`src/rtl/mem_arb_pkg.sv`:
```
// Shared types for the memory port scheduler: FSM states, request owners and
// the saturating starvation counter helper.
package mem_arb_pkg;

  typedef enum logic [1:0] {
    ST_IDLE = 2'd0,
    ST_REQ  = 2'd1,
    ST_WAIT = 2'd2,
    ST_RESP = 2'd3
  } state_e;

  typedef enum logic [1:0] {
    OWN_IF = 2'd0,
    OWN_DR = 2'd1,
    OWN_DW = 2'd2
  } owner_e;

  localparam int unsigned STARVE_W = 4;

  function automatic logic [STARVE_W-1:0] sat_inc(input logic [STARVE_W-1:0] val,
                                                  input logic [STARVE_W-1:0] lim);
    return (val >= lim) ? lim : val + 4'd1;
  endfunction

endpackage

```
`src/rtl/mem_port_prio_pick.sv`:
```
// Priority picker for the shared memory port: write > read > fetch, with a
// starvation counter that forces fetch through after STARVE_LIMIT data accepts.
module mem_port_prio_pick
  import mem_arb_pkg::*;
#(
  parameter int unsigned STARVE_LIMIT = 4
) (
  input  logic                clk,
  input  logic                rst_n,
  input  logic                pick_en,
  input  logic                if_valid,
  input  logic                dr_valid,
  input  logic                dw_valid,
  output logic                if_ready,
  output logic                dr_ready,
  output logic                dw_ready,
  output logic                accept,
  output owner_e              accept_owner,
  output logic [STARVE_W-1:0] starve_cnt
);

  localparam logic [STARVE_W-1:0] LIMIT_C = STARVE_W'(STARVE_LIMIT);

  logic [STARVE_W-1:0] starve_cnt_r;
  logic                fetch_forced_s;

  assign fetch_forced_s = if_valid && (starve_cnt_r == LIMIT_C);
  assign starve_cnt     = starve_cnt_r;

  // Select one requester and raise only its ready while the port is idle.
  always_comb begin
    if_ready     = 1'b0;
    dr_ready     = 1'b0;
    dw_ready     = 1'b0;
    accept_owner = OWN_IF;
    if (pick_en) begin
      if (fetch_forced_s) begin
        if_ready     = 1'b1;
        accept_owner = OWN_IF;
      end else if (dw_valid) begin
        dw_ready     = 1'b1;
        accept_owner = OWN_DW;
      end else if (dr_valid) begin
        dr_ready     = 1'b1;
        accept_owner = OWN_DR;
      end else if (if_valid) begin
        if_ready     = 1'b1;
        accept_owner = OWN_IF;
      end else begin
        accept_owner = OWN_IF;
      end
    end else begin
      accept_owner = OWN_IF;
    end
  end

  // Ready is only raised toward a valid requester, so any ready is an accept.
  assign accept = if_ready | dr_ready | dw_ready;

  // Count data-side accepts that overtake a waiting fetch.
  always_ff @(posedge clk or negedge rst_n) begin
    if (!rst_n) begin
      starve_cnt_r <= 4'd0;
    end else if (pick_en) begin
      if (!if_valid) begin
        starve_cnt_r <= 4'd0;
      end else if (accept && (accept_owner == OWN_IF)) begin
        starve_cnt_r <= 4'd0;
      end else if (accept) begin
        starve_cnt_r <= sat_inc(starve_cnt_r, LIMIT_C);
      end
    end
  end

endmodule

```
`src/rtl/mem_port_scheduler.sv`:
```
// Shares the single memory port between fetch, data-read and data-write:
// one transaction in flight, registered memory request and one-cycle responses.
module mem_port_scheduler
  import mem_arb_pkg::*;
#(
  parameter int unsigned XLEN         = 32,
  parameter int unsigned STARVE_LIMIT = 4
) (
  input  logic              clk,
  input  logic              rst_n,
  input  logic              if_valid,
  output logic              if_ready,
  input  logic [XLEN-1:0]   if_addr,
  output logic [XLEN-1:0]   if_rdata,
  output logic              if_resp,
  input  logic              dw_valid,
  output logic              dw_ready,
  input  logic [XLEN-1:0]   dw_addr,
  input  logic [XLEN-1:0]   dw_wdata,
  input  logic [XLEN/8-1:0] dw_strb,
  output logic              dw_resp,
  input  logic              dr_valid,
  output logic              dr_ready,
  input  logic [XLEN-1:0]   dr_addr,
  output logic [XLEN-1:0]   dr_rdata,
  output logic              dr_resp,
  output logic              mem_req,
  output logic              mem_we,
  output logic [XLEN-1:0]   mem_addr,
  output logic [XLEN-1:0]   mem_wdata,
  output logic [XLEN/8-1:0] mem_wstrb,
  input  logic              mem_gnt,
  input  logic              mem_rvalid,
  input  logic [XLEN-1:0]   mem_rdata
);

  state_e              state_r;
  owner_e              owner_r;
  logic                accept_s;
  owner_e              accept_owner_s;
  logic [STARVE_W-1:0] starve_cnt_s;

  mem_port_prio_pick #(
    .STARVE_LIMIT(STARVE_LIMIT)
  ) u_pick (
    .clk         (clk),
    .rst_n       (rst_n),
    .pick_en     (state_r == ST_IDLE),
    .if_valid    (if_valid),
    .dr_valid    (dr_valid),
    .dw_valid    (dw_valid),
    .if_ready    (if_ready),
    .dr_ready    (dr_ready),
    .dw_ready    (dw_ready),
    .accept      (accept_s),
    .accept_owner(accept_owner_s),
    .starve_cnt  (starve_cnt_s)
  );

  // Transaction FSM; the memory request fields double as the capture registers.
  always_ff @(posedge clk or negedge rst_n) begin
    if (!rst_n) begin
      state_r   <= ST_IDLE;
      owner_r   <= OWN_IF;
      mem_req   <= 1'b0;
      mem_we    <= 1'b0;
      mem_addr  <= '0;
      mem_wdata <= '0;
      mem_wstrb <= '0;
      if_resp   <= 1'b0;
      dr_resp   <= 1'b0;
      dw_resp   <= 1'b0;
      if_rdata  <= '0;
      dr_rdata  <= '0;
    end else begin
      case (state_r)
        ST_IDLE: begin
          if (accept_s) begin
            owner_r <= accept_owner_s;
            mem_req <= 1'b1;
            state_r <= ST_REQ;
            case (accept_owner_s)
              OWN_DW: begin
                mem_we    <= 1'b1;
                mem_addr  <= dw_addr;
                mem_wdata <= dw_wdata;
                mem_wstrb <= dw_strb;
              end
              OWN_DR: begin
                mem_we    <= 1'b0;
                mem_addr  <= dr_addr;
                mem_wdata <= '0;
                mem_wstrb <= '0;
              end
              default: begin
                mem_we    <= 1'b0;
                mem_addr  <= if_addr;
                mem_wdata <= '0;
                mem_wstrb <= '0;
              end
            endcase
          end
        end
        ST_REQ: begin
          if (mem_gnt) begin
            mem_req <= 1'b0;
            state_r <= ST_WAIT;
          end
        end
        ST_WAIT: begin
          if (mem_rvalid) begin
            state_r <= ST_RESP;
            case (owner_r)
              OWN_DW: dw_resp <= 1'b1;
              OWN_DR: begin
                dr_resp  <= 1'b1;
                dr_rdata <= mem_rdata;
              end
              default: begin
                if_resp  <= 1'b1;
                if_rdata <= mem_rdata;
              end
            endcase
          end
        end
        ST_RESP: begin
          if_resp  <= 1'b0;
          dr_resp  <= 1'b0;
          dw_resp  <= 1'b0;
          if_rdata <= '0;
          dr_rdata <= '0;
          state_r  <= ST_IDLE;
        end
        default: begin
          mem_req <= 1'b0;
          state_r <= ST_IDLE;
        end
      endcase
    end
  end

endmodule

```
`config.mk`:
```
export PLATFORM = sky130hd
export DESIGN_NAME = mem_port_scheduler
export DESIGN_NICKNAME = d
export VERILOG_FILES = /design/src/rtl/mem_arb_pkg.sv /design/src/rtl/mem_port_prio_pick.sv /design/src/rtl/mem_port_scheduler.sv
export SDC_FILE = /design/constraint.sdc
export NUM_CORES = 1
export LEC_CHECK = 0
export BUFFER_PORTS_ARGS = -buffer_cell sky130_fd_sc_hd__buf_2
export CORE_MARGIN = 5
export CORE_UTILIZATION = 52
export CTS_BUF_LIST = sky130_fd_sc_hd__clkbuf_2
export DETAILED_ROUTE_END_ITERATION = 8
export PLACE_DENSITY = 0.88
export SYNTH_ARGS = -nofsm -noshare
export SYNTH_HDL_FRONTEND = slang
export SYNTH_SLANG_ARGS = --single-unit
```
`constraint.sdc`:
```
create_clock -name clk -period 7 [get_ports clk]
set_input_delay 1.05 -clock clk [delete_from_list [all_inputs] [get_ports clk]]
set_output_delay 1.05 -clock clk [all_outputs]
set_load 0.1 [all_outputs]
```
## After elaboration in Yosys (flattened, before gate mapping)

Cells that the tools add are included.

- Register bits after elaboration: 145
- Logic and storage cells: 92
- Bits of input ports: 171

- Reductions and logical operators: 14
- Equality and inequality tests: 15
- Bitwise gates (word level): 2
- Multiplexer cells: 46
- Add/subtract/negate cells: 1
- Magnitude comparators: 1

Operators by type and width:

| cell | number |
|---|---|
| 32-bit one-hot mux with 2 select lines | 3 |
| 32-bit 2-to-1 mux | 5 |
| 1-bit 2-to-1 mux | 22 |
| 4-bit 2-to-1 mux | 5 |
| 3-bit AND reduction | 5 |
| 2-bit 2-to-1 mux | 6 |
| 2-bit != test, second input constant | 5 |
| 2-bit equality test, second input constant | 4 |
| 1-bit one-hot mux with 2 select lines | 4 |
| 2-bit one-hot mux with 4 select lines | 1 |
| 2-bit by 1-bit equality test with 1-bit output, second input constant | 3 |
| 4-bit by 1-bit adder with 4-bit output, second input constant | 1 |
| 4-bit by 3-bit equality test with 1-bit output, second input constant | 1 |
| 4-bit by 3-bit >= comparator with 1-bit output, second input constant | 1 |
| 2-bit logical NOT | 2 |
| 2-bit AND reduction | 2 |
| 2-bit nonzero test | 2 |
| 3-bit by 1-bit != test with 1-bit output, second input constant | 1 |
| 1-bit logical AND | 2 |
| 2-bit by 1-bit != test with 1-bit output, second input constant | 1 |
| 1-bit OR | 2 |
| 2-bit OR reduction | 1 |

## Longest topological paths before layout

- Depth after elaboration: 10
- Mapped depth: 11
- Depth with buffers taken out: 9

## Hierarchy

A second synthesis with hierarchy kept.

- Cells, all modules: 666
- Area total of the unflattened synthesis: 6631.4 µm²

Modules (own cells, without submodules):

| module | seq. area each (µm²) | area an instance (µm²) | cells an instance | instances |
|---|---|---|---|---|
| mem_port_scheduler | 3528.4 | 6359.8 | 637 | 1 |
| mem_port_prio_pick | 100.1 | 271.5 | 29 | 1 |

## Least setup slack after synthesis

Ideal clock, no wire load.

- Path kind: input to register
- Start: input if_valid
- End: register mem_addr[10]
- Data arrival time: 3.307 ns
- Cell stages on the path: 9
- Path buffers: 2
- Setup time: 0.066 ns
- Required time: 6.934 ns
- Path slack: 3.627 ns
- Cells stage by stage: nand4b_1 -> and4b_1 -> inv_1 -> ha_1 -> clkbuf_2 -> buf_1 -> nor2_1 -> a211oi_1 -> a21o_1

- Elaborated cells on any way between the ends: 18
- Classes of those cells: 2 x eq/ne; 12 x mux; 2 x bitwise; 2 x reduce/logical

RTL lines:

| item | RTL line | RTL |
|---|---|---|
| from (decl) | mem_port_scheduler.sv:11 | `input logic if_valid,` |
| 1-bit logical AND | mem_port_prio_pick.sv:27 | `assign fetch_forced_s = if_valid && (starve_cnt_r == LIMIT_C);` |
| 1-bit 2-to-1 mux | mem_port_prio_pick.sv:37 | `if (fetch_forced_s) begin` |
| 1-bit 2-to-1 mux | mem_port_prio_pick.sv:36 | `if (pick_en) begin` |
| net dr_ready | mem_port_scheduler.sv:23 | `output logic dr_ready,` |
| 1-bit OR (2 in a row) | mem_port_prio_pick.sv:58 | `assign accept = if_ready \| dr_ready \| dw_ready;` |
| 2-bit AND reduction (no source line) | - |  |
| to (signal assigned) | mem_port_scheduler.sv:85 | `mem_addr <= dw_addr;` |
| to (signal assigned) | mem_port_scheduler.sv:91 | `mem_addr <= dr_addr;` |
| to (signal assigned) | mem_port_scheduler.sv:97 | `mem_addr <= if_addr;` |
| to (decl) | mem_port_scheduler.sv:29 | `output logic [XLEN-1:0] mem_addr,` |

The timed path passes the listed nets, and every way through them passes these cells.
A chain may end at the register's enable or synchronous reset.

## Worst setup path after layout

- Start: register state_r[0]
- End: output dw_ready

- Longest elaborated chain between the ends: 2

Ends and longest elaborated chain:

| item | RTL line | RTL |
|---|---|---|
| from (decl) | mem_port_scheduler.sv:37 | `state_e state_r;` |
| from (signal assigned) | mem_port_scheduler.sv:63 | `state_r <= ST_IDLE;` |
| from (signal assigned) | mem_port_scheduler.sv:81 | `state_r <= ST_REQ;` |
| from (signal assigned) | mem_port_scheduler.sv:107 | `state_r <= ST_WAIT;` |
| 2-bit logical NOT | mem_port_scheduler.sv:48 | `.pick_en (state_r == ST_IDLE),` |
| 1-bit 2-to-1 mux | mem_port_prio_pick.sv:36 |  |
| to (decl) | mem_port_scheduler.sv:17 | `output logic dw_ready,` |

Every way passes these cells.

==> metrics.cfg <==
[run_status]
status = finished clean

[worst_setup_path]
crit_fanout = 14
ff2ff_setup_slack_ps = 3930
startpoint_type = register
cp.arrival_ps = 2600
path_class = register to output port
r2r-end = mem_addr[22]
ff2ff_path_depth = 7
crit_required_ps = 5950
end_kind = output port
r2r-start = state_r[0]

[clocking]
clock_sinks = 145
cts-root-buf = clkbuf_2
hold_buffers = 0
path_clk_slew_ps = 190
post_cts_resized = 0
numCtsBuffers = 17
clock_latency_ps = 660
cts.path.max_buffers = 2
cts_max_level = 4
cts_setup_buffers = 0
cts_tree = built

[floorplanning]
die_height_um = 122
die_w_um = 122
num_rows = 41
io_pins = 311
initial_core_util_pct = 52.4
die_area_um2 = 15000
core_area_um2 = 12500

[synth]
yosysSeqAreaShare_pct = 55.3
synthMuxAreaShare_pct = 11.7
synth_fa_ha_area_share_pct = 2.10
syn-cell-area_um2 = 6560
syn_inst = 584
syn-num-nets = 766
synth-async-reset-ratio_pct = 100
synth_compound_area_share_pct = 15.3
synth_top_family_by_area = compound AO/OA/AOI/OAI gates
synth_flop_cell = dfrtp_1
yosysWarnings = 0
synth-seq-cells = 145
yosys.area_share.simple_pct = 11.4
synth-edff-count = 0
yosysUniqueCellTypes = 35
synth_xor_xnor_area_share_pct = 0
avgSynthCellArea_um2 = 11.2

[global_route]
grt_pass1_vias = 5407
grt_max_degree = 93
antenna_found_initial = 0
gr-total-overflow = 0
grt_pass1_wl_um = 27400
grt.total_usage_pct = 23.7

[sta]
setup_viol = 0
finalCritPeriodShare_pct = 52.1
rsz0062_at_grt = false
max_freq_ghz = 0.274
drv_slew = 0
setup_ws_ps = 3350
worst_pin_slew_ps = 1100
relSlewSlack_pct = 26.5
fin_skew_ps = 16.2
setup_tns_ps = 0
finalCriticalPeriod_ps = 3650
hold_viol = 0

[route]
drtPass1Iterations = 4
avgViaCountPerCell = 5.15
drtAntennaViolNets = 0
vias = 5459
routedWlPerCell_um = 16.7
totalWireLength_um = 17700
first_iter_violations = 375
drc = 0

[run]
drv_cap = 0

[placed_design]
numPortBuffers = 310
dpl.hpwl_um = 13500
pre_cts_slack_ps = 3730
place_congestion = 0.839

[worst_hold_path]
min_path_type = input pin to asynchronous set/reset pin

[final_layout]
drive_above_1_share_pct = 46.8
fin_nets = 1057
syn_to_final_growth_pct = 28.5

cells in the final DEF, fill, tap and decap left out, types with 4 or more instances in the layout:
cell       synthesis  routed
dfrtp_1          145     145
nand3_1            6       6
mux2_2            64      64
clkbuf_2           1      19
a211oi_1          32      32
a22oi_1           33      33
nand2_1           79      79
nor2_1            33      33
bufinv_16          0       5
ha_1              11       9
clkinv_2           0       4
buf_4              9       5
and2b_1           15      15
o21ai_0           39      39
a21o_1            33      33
inv_1             12      12
buf_2             12     309
nor2b_1           19      19
sequential cells by signal, indices dropped and copies added, names as in the netlist, 2 cells and up:
| register | flops |
|---|---|
| dr_rdata | 32 |
| if_rdata | 32 |
| mem_addr | 32 |
| mem_wdata | 32 |
| mem_wstrb | 4 |
| u_pick.starve_cnt | 4 |
| owner_r | 2 |
| state_r | 2 |
area by class of cell:
type	count	area, µm²
sequential	145	3630
clock inverter	11	188
fill	1044	4090
clock buffer	19	95.1
inverter	12	45.0
tap	172	215
multi-input combinational	384	2660
antenna	1	2.50
timing repair buffer	315	1600
cell usage after synthesis, types with 2 or more instances:
library cell | number | area [µm²]
dfrtp_1 | 145 | 3630
nand2_1 | 79 | 297
mux2_2 | 64 | 721
o21ai_0 | 39 | 195
a21o_1 | 33 | 248
a22oi_1 | 33 | 248
nor2_1 | 33 | 124
a211oi_1 | 32 | 240
nor2b_1 | 19 | 119
and2b_1 | 15 | 113
clkbuf_1 | 15 | 56.3
buf_2 | 12 | 60.1
inv_1 | 12 | 45.0
ha_1 | 11 | 138
buf_4 | 9 | 67.6
nand3_1 | 6 | 30.0
buf_1 | 3 | 11.3
buf_6 | 3 | 33.8
mux2_1 | 3 | 33.8
nand2_2 | 2 | 12.5
o22ai_1 | 2 | 12.5
worst max path at each step:
stage,start,endpoint
final,state_r[0],dw_ready
after global routing,state_r[0],dw_ready
after CTS,state_r[0],dw_ready
after detailed placement,if_valid,mem_addr[0]
after global placement,if_valid,mem_addr[13]
after floorplan,if_valid,mem_addr[10]
logic make-up after synthesis:
group,count (synthesis)
DFF,145
buffers and inverters,55
and+or+nand+nor,161
AOI/OAI and AO/OA,144
adders and majority gates,11
muxes,68
through the flow:
stage	util, %	hold slack [ps]	std cells	cell area, µm²
2_1_floorplan	-	470	584	6560
3_3_place_gp	65.0	456	1028	8140
3_5_place_dp	65.0	460	1028	8140
4_1_cts	67.3	269	1058	8420
5_1_grt	67.3	273	1058	8420
6_report	67.3	345	1059	8430
worst max-delay path, stage by stage (launching register included):
cell	delay [ps]
dfrtp_1	450
inv_1	90
ha_1	490
nand3_1	280
inv_1	150
buf_2	480
per-layer routing:
layer | wire (µm) | track usage, % | part of all wire (%) | vias up
met3 | 1610 | 8.06 | 9.1 | 27
met1 | 6400 | 26.3 | 36 | 2583
li1 | - | - | - | 2623
met4 | 319 | 8.33 | 1.8 | 0
met5 | 0 | 0 | 0 | -
met2 | 9340 | 42.5 | 53 | 226
Power is left out: the tool's default activity adds up to more than one toggle a clock period on the data nets, which glitch-free logic cannot reach.
